### config.mk
export PLATFORM = sky130hd
export DESIGN_NAME = div16s_iterative
export DESIGN_NICKNAME = d
export VERILOG_FILES = /design/src/rtl/div16s_iterative.sv
export SDC_FILE = /design/constraint.sdc
export NUM_CORES = 1
export LEC_CHECK = 0
export ABC_AREA = 1
export BUFFER_PORTS_ARGS = -buffer_cell sky130_fd_sc_hd__buf_2
export CAP_MARGIN = 20
export CORE_MARGIN = 1
export CORE_UTILIZATION = 42
export CTS_CLUSTER_DIAMETER = 30
export DETAILED_ROUTE_END_ITERATION = 10
export GPL_TIMING_DRIVEN = 0
export PLACE_DENSITY = 0.58
export SYNTH_ARGS = -nofsm -noshare
export SYNTH_HDL_FRONTEND = slang
export SYNTH_SLANG_ARGS = --single-unit
### constraint.sdc
create_clock -name clk -period 6.55 [get_ports clk]
set_input_delay 1.31 -clock clk [delete_from_list [all_inputs] [get_ports clk]]
set_output_delay 1.31 -clock clk [all_outputs]
set_load 0.005 [all_outputs]
### src/rtl/div16s_iterative.sv
// Iterative restoring divider: one quotient bit per cycle through a WIDTH+1-bit subtractor.
// Optional unsigned mode (signed_op port) when DIV_UNSIGNED_OP_EN is defined.
//
// state | meaning
// IDLE  | waiting for an operand pair, in_ready high
// CALC  | one restoring step per cycle, counter runs WIDTH-1 down to 0
// DONE  | result presented, out_valid high until out_ready
module div16s_iterative #(
    parameter int WIDTH = 16
) (
    input  logic             clk,
    input  logic             rst,
    input  logic             in_valid,
    output logic             in_ready,
    input  logic [WIDTH-1:0] dividend,
    input  logic [WIDTH-1:0] divisor,
`ifdef DIV_UNSIGNED_OP_EN
    input  logic             signed_op,
`endif
    output logic             out_valid,
    input  logic             out_ready,
    output logic [WIDTH-1:0] quotient,
    output logic [WIDTH-1:0] remainder,
    output logic             div_by_zero,
    output logic             overflow
);

    localparam int CW = (WIDTH > 2) ? $clog2(WIDTH) : 1;
    localparam logic [CW-1:0]    CNT_LAST = CW'(WIDTH - 1);
    localparam logic [WIDTH-1:0] MOST_NEG = {1'b1, {(WIDTH-1){1'b0}}};

    typedef enum logic [1:0] {
        IDLE = 2'd0,
        CALC = 2'd1,
        DONE = 2'd2
    } state_t;

    state_t           state_q, state_d;
    logic [CW-1:0]    cnt_q, cnt_d;
    logic [WIDTH-1:0] rem_q, rem_d;
    logic [WIDTH-1:0] qsh_q, qsh_d;
    logic [WIDTH-1:0] dvsr_q, dvsr_d;
    logic             sgn_quo_q, sgn_quo_d;
    logic             sgn_rem_q, sgn_rem_d;
    logic [WIDTH-1:0] quotient_q, quotient_d;
    logic [WIDTH-1:0] remainder_q, remainder_d;
    logic             dbz_q, dbz_d;
    logic             ovf_q, ovf_d;

    logic             op_signed;
    logic             dvd_neg, dvs_neg;
    logic [WIDTH-1:0] dvd_mag, dvs_mag;
    logic             is_zero, is_ovf;
    logic [WIDTH:0]   shifted, trial;
    logic             trial_ok;
    logic [WIDTH-1:0] rem_step, q_step, quo_fix, rem_fix;

`ifdef DIV_UNSIGNED_OP_EN
    assign op_signed = signed_op;
`else
    assign op_signed = 1'b1;
`endif

    // Operand preparation: magnitudes and special-case detection at accept time.
    always_comb begin
        dvd_neg = op_signed & dividend[WIDTH-1];
        dvs_neg = op_signed & divisor[WIDTH-1];
        dvd_mag = dvd_neg ? (~dividend + 1'b1) : dividend;
        dvs_mag = dvs_neg ? (~divisor + 1'b1) : divisor;
        is_zero = (divisor == '0);
        is_ovf  = op_signed && (dividend == MOST_NEG) && (divisor == '1);
    end

    // Single restoring step; the final step's result is sign-fixed in the same cycle.
    always_comb begin
        shifted  = {rem_q, qsh_q[WIDTH-1]};
        trial    = shifted - {1'b0, dvsr_q};
        trial_ok = ~trial[WIDTH];
        rem_step = trial_ok ? trial[WIDTH-1:0] : shifted[WIDTH-1:0];
        q_step   = {qsh_q[WIDTH-2:0], trial_ok};
        quo_fix  = sgn_quo_q ? (~q_step + 1'b1) : q_step;
        rem_fix  = sgn_rem_q ? (~rem_step + 1'b1) : rem_step;
    end

    always_comb begin
        state_d     = state_q;
        cnt_d       = cnt_q;
        rem_d       = rem_q;
        qsh_d       = qsh_q;
        dvsr_d      = dvsr_q;
        sgn_quo_d   = sgn_quo_q;
        sgn_rem_d   = sgn_rem_q;
        quotient_d  = quotient_q;
        remainder_d = remainder_q;
        dbz_d       = dbz_q;
        ovf_d       = ovf_q;

        case (state_q)
            IDLE: begin
                if (in_valid) begin
                    sgn_quo_d = dvd_neg ^ dvs_neg;
                    sgn_rem_d = dvd_neg;
                    dvsr_d    = dvs_mag;
                    if (is_zero) begin
                        quotient_d  = '1;
                        remainder_d = dividend;
                        dbz_d       = 1'b1;
                        ovf_d       = 1'b0;
                        state_d     = DONE;
                    end else if (is_ovf) begin
                        quotient_d  = dividend;
                        remainder_d = '0;
                        dbz_d       = 1'b0;
                        ovf_d       = 1'b1;
                        state_d     = DONE;
                    end else begin
                        rem_d   = '0;
                        qsh_d   = dvd_mag;
                        cnt_d   = CNT_LAST;
                        state_d = CALC;
                    end
                end
            end
            CALC: begin
                rem_d = rem_step;
                qsh_d = q_step;
                if (cnt_q == '0) begin
                    quotient_d  = quo_fix;
                    remainder_d = rem_fix;
                    dbz_d       = 1'b0;
                    ovf_d       = 1'b0;
                    state_d     = DONE;
                end else begin
                    cnt_d = cnt_q - CW'(1);
                end
            end
            DONE: begin
                if (out_ready) begin
                    state_d = IDLE;
                end
            end
            default: begin
                state_d = IDLE;
            end
        endcase
    end

    always_ff @(posedge clk or posedge rst) begin
        if (rst) begin
            state_q     <= IDLE;
            cnt_q       <= '0;
            rem_q       <= '0;
            qsh_q       <= '0;
            dvsr_q      <= '0;
            sgn_quo_q   <= 1'b0;
            sgn_rem_q   <= 1'b0;
            quotient_q  <= '0;
            remainder_q <= '0;
            dbz_q       <= 1'b0;
            ovf_q       <= 1'b0;
        end else begin
            state_q     <= state_d;
            cnt_q       <= cnt_d;
            rem_q       <= rem_d;
            qsh_q       <= qsh_d;
            dvsr_q      <= dvsr_d;
            sgn_quo_q   <= sgn_quo_d;
            sgn_rem_q   <= sgn_rem_d;
            quotient_q  <= quotient_d;
            remainder_q <= remainder_d;
            dbz_q       <= dbz_d;
            ovf_q       <= ovf_d;
        end
    end

    // Handshake outputs depend only on state, never on in_valid/out_ready.
    assign in_ready    = (state_q == IDLE);
    assign out_valid   = (state_q == DONE);
    assign quotient    = quotient_q;
    assign remainder   = remainder_q;
    assign div_by_zero = dbz_q;
    assign overflow    = ovf_q;

endmodule

==> summary.md, run 1 <==
| Metric | Value |
|---|---|
| Final setup violation count | 0 |
| Overall power | 4860 uW |
| Switching power | 2630 uW |
| Clk_skew | 0.00933 ns |
| Antenna Nets Post-Route | 0 |
| Busiest layer in global routing | met2 |
| Final Non-Filler Cells | 1,288 |
| Syn avg cell area | 6.75 um2 |
| Pwr per Cell Area | 638 mW/mm2 |
| Number of buffers inserted by port buffering | 70 |
| Initial DRC Count | 460 |
| Routed WL | 20.1 mm |
| Crit. End Element | flop |
| Vias in the first global route | 6,210 |
| Post-CTS Setup Bufs | 0 |
| Largest net degree at the start of global routing | 49 |
| Worst-Margin Slew | 1.14 ns |
| Die area | 0.0164 mm2 |
| DRC | 0 |
| CTS Buffer Depth | 2 |
| Met3 Resource Use GR | 3.92% |
| TritonCTS clock tree | built |
| Routability cong. | 0.917 |
| Cell mode on critical path | nand2_2 |
| Final hold violations | 0 |
| Met1 usage | 38.0% |
| Min Tclk post-route | 4.09 ns |
| Ys flop type | dfrtp_1 |
| Combinational share of power | 69.0% |
| Starting Density | 43.5% |
| Clock power share | 10.6% |
| Placed cells | 1,272 |
| Final Util | 49.6% |
| Synth warnings | 0 |
| Leak | 0.00387 uW |
| Max-slew headroom at the worst pin | 23.3% |
| Async set-or-reset flop fraction in the synthesized netlist | 100% |
| P&R area growth vs syn | 14.0% |
| Compound-gate portion of the synthesized area | 15.2% |
| Synth top cells by count | nand2_1, inv_1, dfrtp_1, nor2_1, o21ai_0 |
| Switching Fraction | 54.1% |
| Die height | 128 um |
| Syn_nets | 1,049 |
| CTS hold repair buffers | 0 |
| Root Buffer | clkbuf_16 |
| Grt ovf | 0 |
| Yosys cell types | 39 |
| DPL Wire Length | 15.6 mm |
| Top-count cell post-synth | nand2_1 |
| Layout cells sized above 1 | 14.1% |
| Main combinational cell family by area after synthesis | simple AND/OR/NAND/NOR gates |
| Gr usage total | 25.6% |
| Area of the mapped netlist | 0.00669 mm2 |
| Fmax | 245 MHz |
| Number of synthesized register bits | 90 |
| Clk Latency, worst-skew pair | 0.35 ns |
| Met2 usage | 38.6% |
| First-pass GRT wire length | 32.1 mm |
| Share of the synthesized area in the top cell type | 33.7% |
| Worst EP arrival | 4.32 ns |
| Synth Area in Simple Gates | 32.4% |
| Synth Area in Adders | 4.42% |
| Worst path slowest cell | fa_1 |
| Worst-path clk slew | 0.07 ns |
| Hold Path Class | reg2reg |
| CTS sink cnt | 90 |
| Status | finished, final reports clean |
| Diodes inserted | 0 |
| H-tree depth | 3 |
| Kind of critical path | reg2reg |
| Crit path launch type | flop |
| Setup TNS | 0 ns |
| Max Transition Viols Final | 0 |
| Post-cts resize count | 0 |
| Worst-path fanout max | 10 |
| Critical path, cell by cell | inv_1, ha_1, fa_1, inv_1, nand3_1, nand2_2, nand2_1, nand2_2, nand2_2, nand2_1, nand2_2, nand2_4, buf_12, ha_1, nand3_1, nor3_1, nand3_1, nor3_1, a41oi_1, xor2_1, o21ai_0, nand2_1 |
| Max IR drop VDD | 0.270 mV |
| Core area | 0.0154 mm2 |
| Critical Path RT | 6.78 ns |
| Area contributors post-synth | dfrtp_1, nand2_1, inv_1 |
| TritonCTS Buffers | 9 |
| Synth Instances | 990 |
| Initial antenna violation count | 0 |
| Seq pwr share | 20.4% |
| Avg WL per Cell | 15.6 um |
| Sequential area share after synthesis | 33.7% |
| Pre-antenna DRT Iters | 5 |
| Internal Power | 2230 uW |
| Max-cap violations | 0 |
| Nets | 1,131 |
| Tcrit/Tclk final | 62.4% |
| Unrepaired setup endpoints after global routing | no |
| Routed via count | 6,657 |
| Die width | 128 um |
| Rows | 45 |
| Xor and xnor area share after synthesis | 3.41% |
| Cell taking the most area after synthesis | dfrtp_1 |
| Post-synth EDFFs | 0 |
| Via density | 5.17 |
| Worst path max stage delay | 0.41 ns |
| Post-synthesis mux area share | 0% |
| IO Pins | 72 |
## registers in the layout (all words and copies together) (netlist names)
register,count
div_by_zero,1
overflow,1
dvsr_q,16
remainder,16
state_q,2
quotient,16
rem_q,16
sgn_quo_q,1
sgn_rem_q,1
cnt_q,4
qsh_q,16
## final timing paths
path	startpoint	endpoint	slack, ns	cells past startpoint
max	qsh_q[15]	quotient[14]	2.46	22
min	cnt_q[3]	cnt_q[3]	0.47	1
max reg2reg	qsh_q[15]	quotient[14]	2.46	22
min reg2reg	cnt_q[3]	cnt_q[3]	0.47	1
max in group asynchronous	rst	overflow	4.88	3
min in group asynchronous	rst	cnt_q[1]	1.03	2
## layout by cell type, fill, tap and decap left out, types with 24 or more instances in the layout
cell type	n
nand2_1	247
dfrtp_1	90
a21oi_1	44
buf_2	76
nor2_1	85
nor3_1	24
nand3_1	57
inv_1	148
o21ai_0	84
## metal layers
| metal | vias to the layer above | part of all wire, % | wire length, um |
|---|---|---|---|
| met5 | - | 0 | 0 |
| met4 | 0 | 1.8 | 369 |
| met3 | 26 | 5.9 | 1190 |
| met2 | 198 | 43 | 8640 |
| met1 | 3064 | 49 | 9950 |
| li1 | 3369 | - | - |
## power by group through the flow
stage	Sequential, uW	Combinational, uW	Clock, uW
finish	992	3360	516
global route	1020	3800	543
CTS	989	3340	526
detailed placement	997	3320	0
global placement	992	3300	0
floorplan	961	2470	0
## critical path, delay by kind of cell (launching register included)
kind | cells | cell delay, ns
adder cells (fa/ha/maj) | 3 | 0.84
AND/OR/NAND/NOR | 13 | 1.83
AO/OA/AOI/OAI | 2 | 0.39
flip-flops | 1 | 0.38
buffers and inverters | 3 | 0.35
XOR/XNOR | 1 | 0.18
## cells by family after synthesis
kind of cell / after synthesis
buffers and inverters: 183
adder cells (fa/ha/maj): 23
XOR/XNOR: 26
AO/OA/AOI/OAI: 183
AND/OR/NAND/NOR: 485
flip-flops: 90
## metrics by stage
step           setup slack, ns  hold WS [ns]  area [um2]
2_1_floorplan             2.90         0.435        6690
3_3_place_gp              1.53         0.458        7300
3_5_place_dp              2.50         0.466        7330
4_1_cts                   2.49         0.474        7620
5_1_grt                   2.10         0.497        7620
6_report                  2.46         0.466        7620
## area by class of cell
class | count | area (um2)
buffer | 31 | 156
clock buffer | 11 | 253
clock inverter | 5 | 37.5
fill | 1654 | 7750
inverter | 152 | 573
multi-input combinational | 717 | 3710
sequential | 90 | 2250
tap | 211 | 264
timing repair buffer | 71 | 378
Note: power is estimated with default switching activity, not from simulation.
==> run 2, diff against run 1 <==
ABC_AREA = 0   (was 1)
PLACE_DENSITY = 0.61   (was 0.58)
clock period = 3.7 ns   (was 6.55 ns; I/O delays follow)
==> run 2 against run 1 <==
Net effect: non-clock buffer count grew 13; clock skew grew 0.0073 ns; synthesized cell count shrank 23%; setup slack lost 2.3 ns; critical path depth shrank 9; sequential share of layout area grew 1.4 points; largest cell class unchanged; global-route usage grew 0.26 points; flip-flop and latch count is the same; hold slack lost 0.094 ns.
==> summary.md, run 2 <==
| Metric | Value |
|---|---|
| Status | finished, final reports clean |
| Die width | 124 um (-3.5%) |
| Grt ovf | 0 (unchanged) |
| Hold Slack | 0.372 ns (-0.0937 ns) |
| Max-cap violations | 0 (unchanged) |
| Ys flop type | dfrtp_1 |
| Routed WL | 19.2 mm (-4.9%) |
| TritonCTS Buffers | 9 (unchanged) |
| CTS hold repair buffers | 0 (unchanged) |
| Core area | 0.0145 mm2 (-5.8%) |
| Kind of critical path | in2reg |
| Met1 usage | 36.9% (-1.1 points) |
| Hold Path Class | in2async |
| R2r startpoint | qsh_q[15] |
| CTS sink cnt | 90 (unchanged) |
| Final setup violation count | 0 (unchanged) |
| Routability cong. | 0.974 (+6.2%) |
| Largest net degree at the start of global routing | 68 (+39%) |
| Die height | 124 um (-3.5%) |
| Worst-path fanout max | 10 (unchanged) |
| Cell taking the most area after synthesis | dfrtp_1 |
| Syn_nets | 822 (-22%) |
| Avg WL per Cell | 18.5 um (+18%) |
| Final Util | 50.3% (+0.74 points) |
| Met3 Resource Use GR | 4.44% (+0.52 points) |
| Share of the synthesized area in the top cell type | 36.2% (+2.5 points) |
| Number of synthesized register bits | 90 (unchanged) |
| Worst setup path startpoint | divisor[0] |
| Tcrit/Tclk final | 96.5% |
| Clk Latency, worst-skew pair | 0.35 ns (about the same) |
| Via density | 5.76 (+11%) |
| First-pass GRT wire length | 29.9 mm (-6.7%) |
| Max-slew headroom at the worst pin | 40.9% (+18 points) |
| Routed via count | 5,971 (-10%) |
| Layout cells sized above 1 | 15.1% (+1.0 points) |
| Die area | 0.0153 mm2 (-6.9%) |
| Clk_skew | 0.0166 ns (+0.00727 ns) |
| Crit path launch type | primary input |
| Async set-or-reset flop fraction in the synthesized netlist | 100% (unchanged) |
| Nets | 907 (-20%) |
| Area of the mapped netlist | 0.00622 mm2 (-7.0%) |
| Diodes inserted | 0 (unchanged) |
| Number of buffers inserted by port buffering | 69 (-1.4%) |
| Most frequent cells in the layout | nand2_1, dfrtp_1, buf_2, nor2_1, o21ai_0 |
| Post-synth EDFFs | 0 (unchanged) |
| DPL Wire Length | 14.8 mm (-5.3%) |
| CTS Buffer Depth | 2 (unchanged) |
| Worst-Margin Slew | 0.884 ns (-0.257 ns) |
| Synth Instances | 763 (-23%) |
| Critical Path RT | 3.91 ns (-2.87 ns) |
| Starting Density | 43.0% (-0.54 points) |
| Syn avg cell area | 8.15 um2 (+21%) |
| Max Transition Viols Final | 0 (unchanged) |
| Worst-path clk slew | 0.07 ns (about the same) |
| Initial DRC Count | 509 (+11%) |
| Root Buffer | clkbuf_16 |
| Min Tclk post-route | 3.57 ns |
| Pre-antenna DRT Iters | 5 (unchanged) |
| Area contributors post-synth | dfrtp_1, nand2_1, xor2_1 |
| Gr usage total | 25.9% (+0.26 points) |
| Crit. End Element | flop |
| Sequential area share after synthesis | 36.2% (+2.5 points) |
| P&R area growth vs syn | 17.1% |
| Final hold violations | 0 (unchanged) |
| Initial antenna violation count | 0 (unchanged) |
| Antenna Nets Post-Route | 0 (unchanged) |
| Synth top cells by count | nand2_1, dfrtp_1, nor2_1, o21ai_0, a21oi_1 |
| H-tree depth | 3 (unchanged) |
| Busiest layer in global routing | met2 |
| Top-count cell post-synth | nand2_1 |
| Fmax | 280 MHz |
| IO Pins | 72 (unchanged) |
| Synth warnings | 0 (unchanged) |
| Met2 usage | 40.2% (+1.7 points) |
| TritonCTS clock tree | built |
| Rows | 44 (-2.2%) |
| DRC | 0 (unchanged) |
| Yosys cell types | 64 (+64%) |
| Commonest non-fill, non-tap cell in the layout | nand2_1 |
| Worst EP arrival | 3.77 ns (-0.55 ns) |
| Vias in the first global route | 5,717 (-7.9%) |
-- run 2: metrics by stage --
stage | TNS (ns) | instance area, um2 | setup slack [ns] | instances
finish | 0 | 7290 | 0.131 | 1037
floorplan | 0 | 6220 | 0.222 | 763
global route | -0.0236 | 7290 | -0.0121 | 1037
detailed placement | -12.72 | 6830 | -0.564 | 1017
CTS | 0 | 7240 | 0.0360 | 1037
global placement | -56.98 | 6800 | -0.532 | 1016
-- run 2: layer usage --
metal / vias to the layer above / wire, um
met5: - / 0
met3: 15 / 1310
li1: 2849 / -
met2: 230 / 8600
met4: 0 / 196
met1: 2877 / 9060
-- run 2: logic make-up (layout without fill, tap and decap cells) --
logic type               after synthesis  in the layout  synth area share (%)
buffers and inverters                 76            166                  4.91
XOR/XNOR                              70             70                  9.98
AO/OA/AOI/OAI                        214            214                  21.3
multiplexers                          17             17                  2.78
AND/OR/NAND/NOR                      273            273                  20.0
adder cells (fa/ha/maj)               23             23                  4.75
flip-flops                            90             90                  36.2
-- run 2: repair_timing --
item,in CTS,in global routing
setup endpoints to repair,17,42
gates resized for setup,19,10
gates cloned,0,0
pin swaps,2,5
setup buffers,5,0
-- run 2: layout make-up --
type	count	area [um2]
sequential	90	2250
buffer	40	185
multi-input combinational	597	3770
clock buffer	9	225
tap	184	230
inverter	35	136
timing repair buffer	75	410
fill	1401	7190
clock inverter	7	70.1
-- run 2: path summary, 6_finish.rpt --
path | endpoint | slack, ns | cells past startpoint
worst max-delay path | qsh_q[1] | 0.13 | 13
worst max register to register | remainder[14] | 0.13 | 17
worst min register to register | quotient[13] | 0.47 | 2
worst min-delay path | rem_q[5] | 0.37 | 2
min in group clk | quotient[13] | 0.47 | 2
max in group asynchronous | rem_q[0] | 2.67 | 3
-- run 2: critical path: stages --
cell and delay, ns:
buf_2 0.12, inv_1 0.05, ha_1 0.14, or3b_2 0.45, or3_1 0.40, nor3_2 0.25, nand2_1 0.18, o21ai_1 0.26
inv_1 0.15, a21o_1 0.20, nand2_1 0.16, clkbuf_1 0.49, o21ai_0 0.18
Power of run 2 is left out: the tool's default activity adds up to more than one toggle a clock period on the data nets, which glitch-free logic cannot reach.
